`src/rtl/sweep_pkg.sv`:
```
// sweep_pkg: shared FSM states, signature width, seed and MISR taps for truth_table_sweeper
package sweep_pkg;
    typedef enum logic [1:0] {IDLE, DRIVE, DONE} state_t;
    localparam int SIG_W = 16;
    localparam logic [SIG_W-1:0] SIG_SEED = 16'hFFFF;
    localparam logic [SIG_W-1:0] SIG_TAPS = 16'hB400;
    function automatic logic [SIG_W-1:0] misr_next(input logic [SIG_W-1:0] s, input logic z);
        return {s[SIG_W-2:0], (^(s & SIG_TAPS)) ^ z};
    endfunction
endpackage

```
`src/rtl/sweep_hold_timer.sv`:
```
// sweep_hold_timer: counts 0..HOLD_CYCLES-1 while enabled; last flags the final hold cycle
module sweep_hold_timer #(
    parameter int HOLD_CYCLES = 10
) (
    input  logic clk,
    input  logic rst_n,
    input  logic clr,
    input  logic en,
    output logic last
);
    localparam int CW = (HOLD_CYCLES > 1) ? $clog2(HOLD_CYCLES) : 1;
    logic [CW-1:0] r_cnt;
    assign last = en && (r_cnt == CW'(HOLD_CYCLES - 1));
    always_ff @(posedge clk or negedge rst_n) begin
        if (!rst_n) r_cnt <= '0;
        else if (clr || last) r_cnt <= '0;
        else if (en) r_cnt <= r_cnt + 1'b1;
    end
endmodule

```
`src/rtl/truth_table_sweeper.sv`:
```
// truth_table_sweeper: exhaustive ascending sweep of a combinational DUT against EXP_TABLE;
// define SWEEP_SIGNATURE_EN to build the 16-bit MISR signature.
module truth_table_sweeper
    import sweep_pkg::*;
#(
    parameter int N_IN = 3,
    parameter int HOLD_CYCLES = 10,
    parameter logic [(1<<N_IN)-1:0] EXP_TABLE = 8'b1110_1000
) (
    input  logic             clk,
    input  logic             rst_n,
    input  logic             start,
    output logic [N_IN-1:0]  pattern,
    input  logic             z_in,
    output logic             busy,
    output logic             done,
    output logic             pass,
    output logic [N_IN:0]    err_count,
    output logic [N_IN-1:0]  first_fail_idx,
    output logic [SIG_W-1:0] signature
);
    localparam logic [N_IN:0] IDX_LAST = (N_IN+1)'((1 << N_IN) - 1);
    state_t r_state, w_state_nxt;
    logic [N_IN:0] r_idx, r_err, w_err_nxt;
    logic [N_IN-1:0] r_ffi;
    logic r_pass, w_go, w_last, w_sample, w_final, w_mis;
    sweep_hold_timer #(.HOLD_CYCLES(HOLD_CYCLES)) u_hold (
        .clk  (clk),
        .rst_n(rst_n),
        .clr  (w_go),
        .en   (busy),
        .last (w_last)
    );
    always_ff @(posedge clk or negedge rst_n) begin
        if (!rst_n) r_state <= IDLE;
        else r_state <= w_state_nxt;
    end
    always_comb begin
        w_go = (r_state == IDLE) && start;
        w_sample = (r_state == DRIVE) && w_last;
        w_final = w_sample && (r_idx == IDX_LAST);
        w_mis = w_sample && (z_in != EXP_TABLE[r_idx[N_IN-1:0]]);
        w_err_nxt = r_err + (N_IN+1)'(w_mis);
        w_state_nxt = w_go ? DRIVE : w_final ? DONE : (r_state == DONE) ? IDLE : r_state;
    end
    always_ff @(posedge clk or negedge rst_n) begin
        if (!rst_n) begin
            r_idx  <= '0;
            r_err  <= '0;
            r_ffi  <= '0;
            r_pass <= 1'b0;
        end else if (w_go) begin
            r_idx  <= '0;
            r_err  <= '0;
            r_ffi  <= '0;
            r_pass <= 1'b0;
        end else if (w_sample) begin
            r_err <= w_err_nxt;
            if (w_mis && r_err == '0) r_ffi <= r_idx[N_IN-1:0];
            r_idx <= w_final ? '0 : r_idx + 1'b1;
            if (w_final) r_pass <= (w_err_nxt == '0);
        end
    end
    assign busy = (r_state == DRIVE);
    assign done = (r_state == DONE);
    assign pattern = r_idx[N_IN-1:0];
    assign pass = r_pass;
    assign err_count = r_err;
    assign first_fail_idx = r_ffi;
`ifdef SWEEP_SIGNATURE_EN
    logic [SIG_W-1:0] r_sig, r_sig_out;
    always_ff @(posedge clk or negedge rst_n) begin
        if (!rst_n) begin
            r_sig     <= '0;
            r_sig_out <= '0;
        end else if (w_go) begin
            r_sig <= SIG_SEED;
        end else if (w_sample) begin
            r_sig <= misr_next(r_sig, z_in);
            if (w_final) r_sig_out <= misr_next(r_sig, z_in);
        end
    end
    assign signature = r_sig_out;
`else
    assign signature = '0;
`endif
endmodule

```
`config.mk`:
```
export PLATFORM = sky130hd
export DESIGN_NAME = truth_table_sweeper
export DESIGN_NICKNAME = d
export VERILOG_FILES = /design/src/rtl/sweep_pkg.sv /design/src/rtl/sweep_hold_timer.sv /design/src/rtl/truth_table_sweeper.sv
export SDC_FILE = /design/constraint.sdc
export NUM_CORES = 1
export LEC_CHECK = 0
export ABC_AREA = 1
export CAP_MARGIN = 20
export CELL_PAD_IN_SITES_DETAIL_PLACEMENT = 1
export CELL_PAD_IN_SITES_GLOBAL_PLACEMENT = 1
export CORE_ASPECT_RATIO = 0.9
export CORE_MARGIN = 2
export CORE_UTILIZATION = 45
export CTS_CLUSTER_SIZE = 20
export DETAILED_ROUTE_END_ITERATION = 8
export DONT_BUFFER_PORTS = 1
export PLACE_DENSITY_LB_ADDON = 0.1
export SLEW_MARGIN = 30
export SYNTH_ARGS = -nofsm -noshare
export SYNTH_HDL_FRONTEND = slang
export SYNTH_SLANG_ARGS = --single-unit
```
`constraint.sdc`:
```
create_clock -name clk -period 2.3 [get_ports clk]
set_clock_uncertainty 0.1 [all_clocks]
set_input_delay 0.115 -clock clk [delete_from_list [all_inputs] [get_ports clk]]
set_output_delay 0.115 -clock clk [all_outputs]
set_load 0.01 [all_outputs]
```
==> tab_implementation.tex, run 1 <==
\begin{tabular}{lr}
\hline
Metric & Value \\
\hline
\multicolumn{2}{l}{\textbf{Cells and area}} \\
Fillers & between 300 and 400 \\
Multi-input logic area & around 540 um2 \\
Net total in the final layout & approximately 150 \\
Fin cells & 170 \\
Utilization of the core after routing & 50.5\% \\
Register cell area after layout & $\sim$450 um2 \\
Layout cells sized above 1 & 20.4\% \\
Synthesis-to-layout area growth & 7.95\% \\
Number of diodes & 0 \\
\multicolumn{2}{l}{\textbf{Power and ir drop}} \\
Clock network fraction of total power & between 20\% and 30\% \\
Internal power contribution & between 0.0004 and 0.0005 W \\
Maximum ir drop on the vdd rail & around 0.39 mV \\
Reg power frac & $\sim$56\% \\
Switching fraction of total power & 30.4\% \\
LEAKAGE & roughly 0.64 nW \\
Combinational fraction of design power & between 10\% and 20\% \\
Switch Pwr & approximately 0.00021 W \\
Total power density per cell area & about 560 nW/um2 \\
\multicolumn{2}{l}{\textbf{Worst setup path}} \\
Crit path cell chain & inv\_1, ha\_1, nand3\_4, nor2\_8, inv\_4, nor2\_4, ha\_2, ha\_2, inv\_1, nand3\_1, nor2\_1, nand2\_1, nand2\_1 \\
Arrival time at the worst endpoint & around 2300 ps \\
Crit Path Max Fanout & 5 \\
CP startpoint kind & flip-flop \\
Critical path capture point type & flip-flop \\
Cell depth of the worst flop-to-flop path & 13 \\
Cell at the slowest stage of the critical path & dfrtp\_1 \\
Maximum single-stage delay on the critical path & just over 400 ps \\
Worst path required time & between 2000 and 2500 ps \\
Class of the most critical setup path & flip-flop to flip-flop \\
\multicolumn{2}{l}{\textbf{Routing}} \\
DR vias/cell & 4.92 \\
Routed WL per cell & 14.2 um \\
First DRT Iteration DRCs & 15 \\
Via Count & between 800 and 900 \\
First drt pass iteration count & 4 \\
Number of design rule violations left after detail routing & 0 \\
ANT nets after route & 0 \\
Wire length after detailed routing & 2410 um \\
\multicolumn{2}{l}{\textbf{Floorplan}} \\
Initial standard-cell utilization of the core & between 40\% and 50\% \\
Rows & 17 \\
Standard cell core area & between 2000 and 2500 um2 \\
Number of top-level pins & 33 \\
DIE AREA & just under 3000 um2 \\
X dimension of the die & between 50 and 60 um \\
Die extent in y & approximately 52 um \\
\multicolumn{2}{l}{\textbf{Outcome}} \\
Status & completed \\
\multicolumn{2}{l}{\textbf{STA}} \\
Crit path time final & 2130 ps \\
Fmax & 470 MHz \\
Worst slew pin tran & $\sim$840 ps \\
Max Transition Viols Final & 0 \\
Final-report hold violation count & 0 \\
Final count of negative-setup-slack endpoints & 0 \\
Final Cycle Share & between 90\% and 100\% \\
Relative slew slack & between 40\% and 50\% \\
\multicolumn{2}{l}{\textbf{Flow run}} \\
Number of max-capacitance violations reported & 0 \\
\multicolumn{2}{l}{\textbf{Global route}} \\
Largest net degree at the start of global routing & 19 \\
Most congested layer reported by global routing & met2 \\
Global-route wire length before repair & between 4000 and 5000 um \\
Antenna violations before repair & 0 \\
M3 GR Usage & 6.47\% \\
GRT Residual Overflow & 0 \\
Global routing met1 resource utilization & approximately 22\% \\
Total global-route track usage & a little under a fifth \\
Via count of the first global-routing pass & between 900 and 1k \\
Global routing usage on met2 & 33.1\% \\
\multicolumn{2}{l}{\textbf{Placement}} \\
Gp weighted congestion & around 0.77 \\
Total placed cells including tap cells & 156 \\
Half-perimeter wire length after placement & 1800 um \\
Port bufs & 0 \\
\multicolumn{2}{l}{\textbf{Yosys}} \\
Number of synthesized flops with an enable pin & 0 \\
Mean instance size in the synthesized netlist & 8.59 um2 \\
Flip-flop cell with the highest count after synthesis & dfrtp\_1 \\
Most area-consuming cells after synthesis & dfrtp\_1, buf\_4, ha\_1, nand2\_1, nand3\_1 \\
Number of warnings issued by yosys & 0 \\
Cell area after synthesis & between 1000 and 1500 um2 \\
Cell taking the most area after synthesis & dfrtp\_1 \\
Ys async rst share & between 90\% and 100\% \\
Share of Yosys cell area claimed by the top area cell type & $\sim$40\% \\
Number of unique standard cell types used by synthesis & 24 \\
Number of standard cells after synthesis & 132 \\
Sequential element share of the synthesized area & roughly two fifths \\
Commonest cells in the synthesized netlist & nand2\_1, buf\_4, dfrtp\_1 \\
\#FFs+latches synth & 18 \\
Most frequently used cell type in the post-synthesis netlist & nand2\_1 \\
\multicolumn{2}{l}{\textbf{Clock tree}} \\
Clock transition time at the flip-flop clock pins of the worst setup and hold paths & around 100 ps \\
Clk Latency, worst-skew pair & approximately 290 ps \\
Clock Sinks & 18 \\
Htree depth & 1 \\
Num CTS Buffers & 3 \\
TritonCTS clock tree & done \\
Buffer levels on the longest clock path & 2 \\
Buffer cell driving the clock tree root & clkbuf\_4 \\
\multicolumn{2}{l}{\textbf{Worst hold path}} \\
Depth of the worst hold-timing path & 6 \\
Class of the tightest hold or removal check & input pin to flip-flop \\
\hline
\end{tabular}
[power by group through the flow]
stage / registers (W) / clock network [W] / logic (W)
global placement: 0.000389 / 0 / 0.0000849
floorplan: 0.000383 / 0 / 0.0000945
CTS: 0.000386 / 0.000203 / 0.000100
finish: 0.000387 / 0.000194 / 0.000105
detailed placement: 0.000393 / 0 / 0.0000898
global route: 0.000392 / 0.000219 / 0.000125
[worst max-delay path, delay by kind of cell, from the launching register on]
kind	cells	cell delay (ps)
fa+ha+maj	3	660
buf+inv	3	220
flops	1	410
simple gates	7	680
[cells by family after synthesis]
kind of cell	after synthesis	share of synthesized area, %
AND/OR/NAND/NOR	50	23.7
buffers and inverters	39	19.4
flip-flops	18	39.7
AO/OA/AOI/OAI	13	6.29
adder cells (fa/ha/maj)	6	6.62
XOR/XNOR	5	3.86
other	1	0.331
[cell type report]
type                            count  share of cell area [%]
Multi-Input combinational cell     90                    44.3
Sequential cell                    18                    37.0
Timing Repair Buffer               10                    6.54
Inverter                           20                    6.34
Clock buffer                        4                    2.97
Tap cell                           28                    2.86
[layout by cell type, fill, tap and decap left out, drive strengths merged]
cell type,instances
clkbuf,4
o21a,1
buf,8
conb,16
a21oi,2
ha,6
nor2,13
inv,20
nand3,14
o22ai,3
nand2,21
xnor2,1
xor2,4
dfrtp,18
o21ai,7
dlygate4sd3,2
nand4,2
[worst paths after layout]
kind | from | endpoint | slack (ps)
max | u_hold.r_cnt[1] | pass | 170
min | z_in | first_fail_idx[1] | 80
max reg2reg | u_hold.r_cnt[1] | pass | 170
min reg2reg | r_idx[3] | r_idx[3] | 460
max in group asynchronous | rst_n | r_idx[1] | 1270
min in group asynchronous | rst_n | err_count[3] | 260
[registers in the layout, indices dropped and copies added, names as in the netlist]
| register | flops |
|---|---|
| err_count | 4 |
| first_fail_idx | 3 |
| pass | 1 |
| r_idx | 4 |
| r_state | 2 |
| u_hold.r_cnt | 4 |
[metrics by stage]
step | worst slack, ps | area (um2) | hold slack, ps | TNS, ps | total power, W
2_1_floorplan | 381 | 1190 | -281 | 0 | 0.000478
3_3_place_gp | 169 | 1080 | -280 | 0 | 0.000474
3_5_place_dp | 88.6 | 1080 | -280 | 0 | 0.000482
4_1_cts | 53.4 | 1140 | 93.7 | 0 | 0.000689
5_1_grt | -2.02 | 1220 | 111 | -2.02 | 0.000736
6_report | 170 | 1220 | 84.8 | 0 | 0.000685
[timing repair]
item	in CTS	in global routing
hold buffers	2	0
setup endpoints to repair	0	1
buffers inserted	0	8
resized for setup	0	7
endpoints found under the hold margin	22	0
[layer usage]
layer,vias to the layer above,wire [um]
met4,0,10
met1,414,1000
met5,-,0
met3,2,148
met2,20,1250
li1,400,-
Note: power is estimated with default switching activity, not from simulation.
==> inputs of run 2 (changes only) <==
CTS_CLUSTER_SIZE = 14   (was 20)
GPL_TIMING_DRIVEN = 0   (was unset)
PLACE_DENSITY = 0.76   (was unset)
PLACE_DENSITY_LB_ADDON = unset   (was 0.1)
==> tab_implementation.tex, run 2 (synthesized netlist as in run 1, its figures left out) <==
\begin{tabular}{lr}
\hline
Metric & Value \\
\hline
\multicolumn{2}{l}{\textbf{Cells and area}} \\
Net total in the final layout & 169 (+10\%) \\
Utilization of the core after routing & 55.5\% (+5.1 points) \\
Layout cells sized above 1 & 29.1\% (+8.7 points) \\
Highest-count cells in the layout ignoring fill and taps & buf\_4, nand2\_1, conb\_1, dfrtp\_1, inv\_1 \\
Fillers & 303 (-2.3\%) \\
Number of diodes & 0 (unchanged) \\
Synthesis-to-layout area growth & 18.8\% \\
Most common cell after layout, fill and taps aside & buf\_4 \\
\multicolumn{2}{l}{\textbf{Worst setup path}} \\
Cell depth of the worst flop-to-flop path & 14 (+1) \\
Critical path buffer and inverter count & 1 (-2) \\
R2R setup slack & 170 ps (about the same) \\
Reg2reg end & pass \\
CP startpoint kind & flip-flop \\
Cell at the slowest stage of the critical path & dfrtp\_2 \\
Cell family contributing the most delay on the critical path & simple AND/OR/NAND/NOR gates \\
Crit Path Max Fanout & 5 (unchanged) \\
Cell mode on critical path & nand2\_1 \\
Arrival time at the worst endpoint & 2270 ps (about the same) \\
Critical path capture point type & flip-flop \\
Crit path cell chain & ha\_2, inv\_1, nand2\_1, nand2\_1, nand2\_1, nand2\_1, nor2\_4, ha\_4, ha\_2, xnor2\_2, nand3\_1, nor2\_1, nand2\_1, nand2\_1 \\
Critical Path Source & r\_idx[0] \\
Worst path required time & 2440 ps (about the same) \\
Maximum single-stage delay on the critical path & 450 ps (+40 ps) \\
Class of the most critical setup path & flip-flop to flip-flop \\
Startpoint of the worst register-to-register path & r\_idx[0] \\
\multicolumn{2}{l}{\textbf{STA}} \\
RSZ-0062 raised after global routing & false \\
Hold slack & 131 ps (+46.0 ps) \\
Post-route worst setup slack & 174 ps (+3.51 ps) \\
Final Cycle Share & 92.4\% (-0.15 points) \\
Worst slew pin tran & 846 ps (+8.22 ps) \\
Final-report hold violation count & 0 (unchanged) \\
Final count of negative-setup-slack endpoints & 0 (unchanged) \\
Crit path time final & 2130 ps (-3.51 ps) \\
Fmax & 470 MHz (+0.17\%) \\
Relative slew slack & 43.4\% (-0.55 points) \\
Setup TNS after final layout & 0 ps (unchanged) \\
Max Transition Viols Final & 0 (unchanged) \\
\multicolumn{2}{l}{\textbf{Floorplan}} \\
Standard cell core area & 2420 um2 (unchanged) \\
DIE AREA & 2940 um2 (unchanged) \\
Initial standard-cell utilization of the core & 46.7\% (unchanged) \\
Number of top-level pins & 33 (unchanged) \\
Rows & 17 (unchanged) \\
X dimension of the die & 56.9 um (unchanged) \\
Die extent in y & 51.6 um (unchanged) \\
\multicolumn{2}{l}{\textbf{Global route}} \\
GRT Residual Overflow & 0 (unchanged) \\
Global-route wire length before repair & 4000 um (-4.4\%) \\
Via count of the first global-routing pass & 900 (-2.1\%) \\
Largest net degree at the start of global routing & 19 (unchanged) \\
Antenna violations before repair & 0 (unchanged) \\
Total global-route track usage & 18.0\% (-0.70 points) \\
\multicolumn{2}{l}{\textbf{Clock tree}} \\
Clock Sinks & 18 (unchanged) \\
TritonCTS clock tree & done \\
Clk Latency, worst-skew pair & 290 ps (about the same) \\
Buffer levels on the longest clock path & 2 (unchanged) \\
Buffer cell driving the clock tree root & clkbuf\_4 \\
Htree depth & 1 (unchanged) \\
Num CTS Buffers & 3 (unchanged) \\
Clock transition time at the flip-flop clock pins of the worst setup and hold paths & 110 ps (about the same) \\
\multicolumn{2}{l}{\textbf{Placement}} \\
Half-perimeter wire length after placement & 1920 um (+6.6\%) \\
Gp weighted congestion & 0.752 (-2.1\%) \\
Pre-CTS worst setup slack & 137 ps (+48.9 ps) \\
Port bufs & 0 (unchanged) \\
\multicolumn{2}{l}{\textbf{Routing}} \\
DR vias/cell & 4.68 (-4.9\%) \\
ANT nets after route & 0 (unchanged) \\
First DRT Iteration DRCs & 17 (+2) \\
Via Count & 870 (+4.1\%) \\
First drt pass iteration count & 4 (unchanged) \\
Number of design rule violations left after detail routing & 0 (unchanged) \\
Wire length after detailed routing & 2480 um (+2.6\%) \\
Routed WL per cell & 13.3 um (-6.2\%) \\
\multicolumn{2}{l}{\textbf{Power and ir drop}} \\
Total power density per cell area & 529 nW/um2 (-5.4\%) \\
Maximum ir drop on the vdd rail & 0.357 mV (-7.8\%) \\
LEAKAGE & 0.721 nW (+13\%) \\
Total power of the final layout & 0.000713 W (+4.0\%) \\
\multicolumn{2}{l}{\textbf{Worst hold path}} \\
Launch point of the worst hold path & z\_in \\
Class of the tightest hold or removal check & input pin to flip-flop \\
Depth of the worst hold-timing path & 5 (-1) \\
Endpoint of the worst hold path & first\_fail\_idx[0] \\
\multicolumn{2}{l}{\textbf{Outcome}} \\
Status & completed \\
\multicolumn{2}{l}{\textbf{Flow run}} \\
Number of max-capacitance violations reported & 0 (unchanged) \\
\hline
\end{tabular}
-- run 2: power breakdown --
| part | total (W) | internal, W | leakage [nW] | switching (W) |
|---|---|---|---|---|
| sequential | 0.000388 | 0.000343 | 0.223 | 0.0000456 |
| combinational | 0.000127 | 0.0000547 | 0.477 | 0.0000718 |
| clock | 0.000198 | 0.0000965 | 0.0210 | 0.000101 |
| total | 0.000713 | 0.000494 | 0.721 | 0.000219 |
-- run 2: area by class of cell --
| type | instances | area (um2) | area share (%) |
|---|---|---|---|
| clock buffer | 4 | 36.3 | 2.70 |
| buffer | 19 | 143 | 10.6 |
| inverter | 20 | 77.6 | 5.76 |
| multi-input combinational | 90 | 544 | 40.4 |
| tap | 28 | 35.0 | 2.60 |
| sequential | 18 | 453 | 33.6 |
| timing repair buffer | 7 | 57.6 | 4.28 |
-- run 2: stage by stage --
stage               cell area [um2]  std cells
finish                         1350        186
global route                   1350        186
CTS                            1280        181
detailed placement             1220        175
global placement               1220        175
floorplan                      1190        147
-- run 2: worst max path at each step --
stage	endpoint	slack (ps)	cells after the start
after floorplan	pass	380	14
after global placement	pass	220	14
after detailed placement	pass	140	13
after CTS	pass	120	13
after global routing	pass	6	14
final	pass	170	14
-- run 2: layer usage --
| layer | global-route usage (%) | vias up | wire length (um) |
|---|---|---|---|
| met5 | 0 | - | 0 |
| met4 | 6.98 | 0 | 29 |
| met3 | 4.73 | 4 | 151 |
| met2 | 32.8 | 22 | 1280 |
| met1 | 20.1 | 413 | 1020 |
| li1 | - | 431 | - |
-- run 2: worst min-delay path, stage by stage --
cell and delay [ps]:
inv_1 50, nand2_1 70, nand4_1 120, nand3_1 80, nand2_1 60
-- run 2: repair_timing --
action | in CTS | in global routing
hold buffers | 2 | 0
endpoints found under the hold margin | 23 | 0
gates resized for setup | 0 | 8
setup buffers | 0 | 5
setup endpoints to repair | 0 | 1
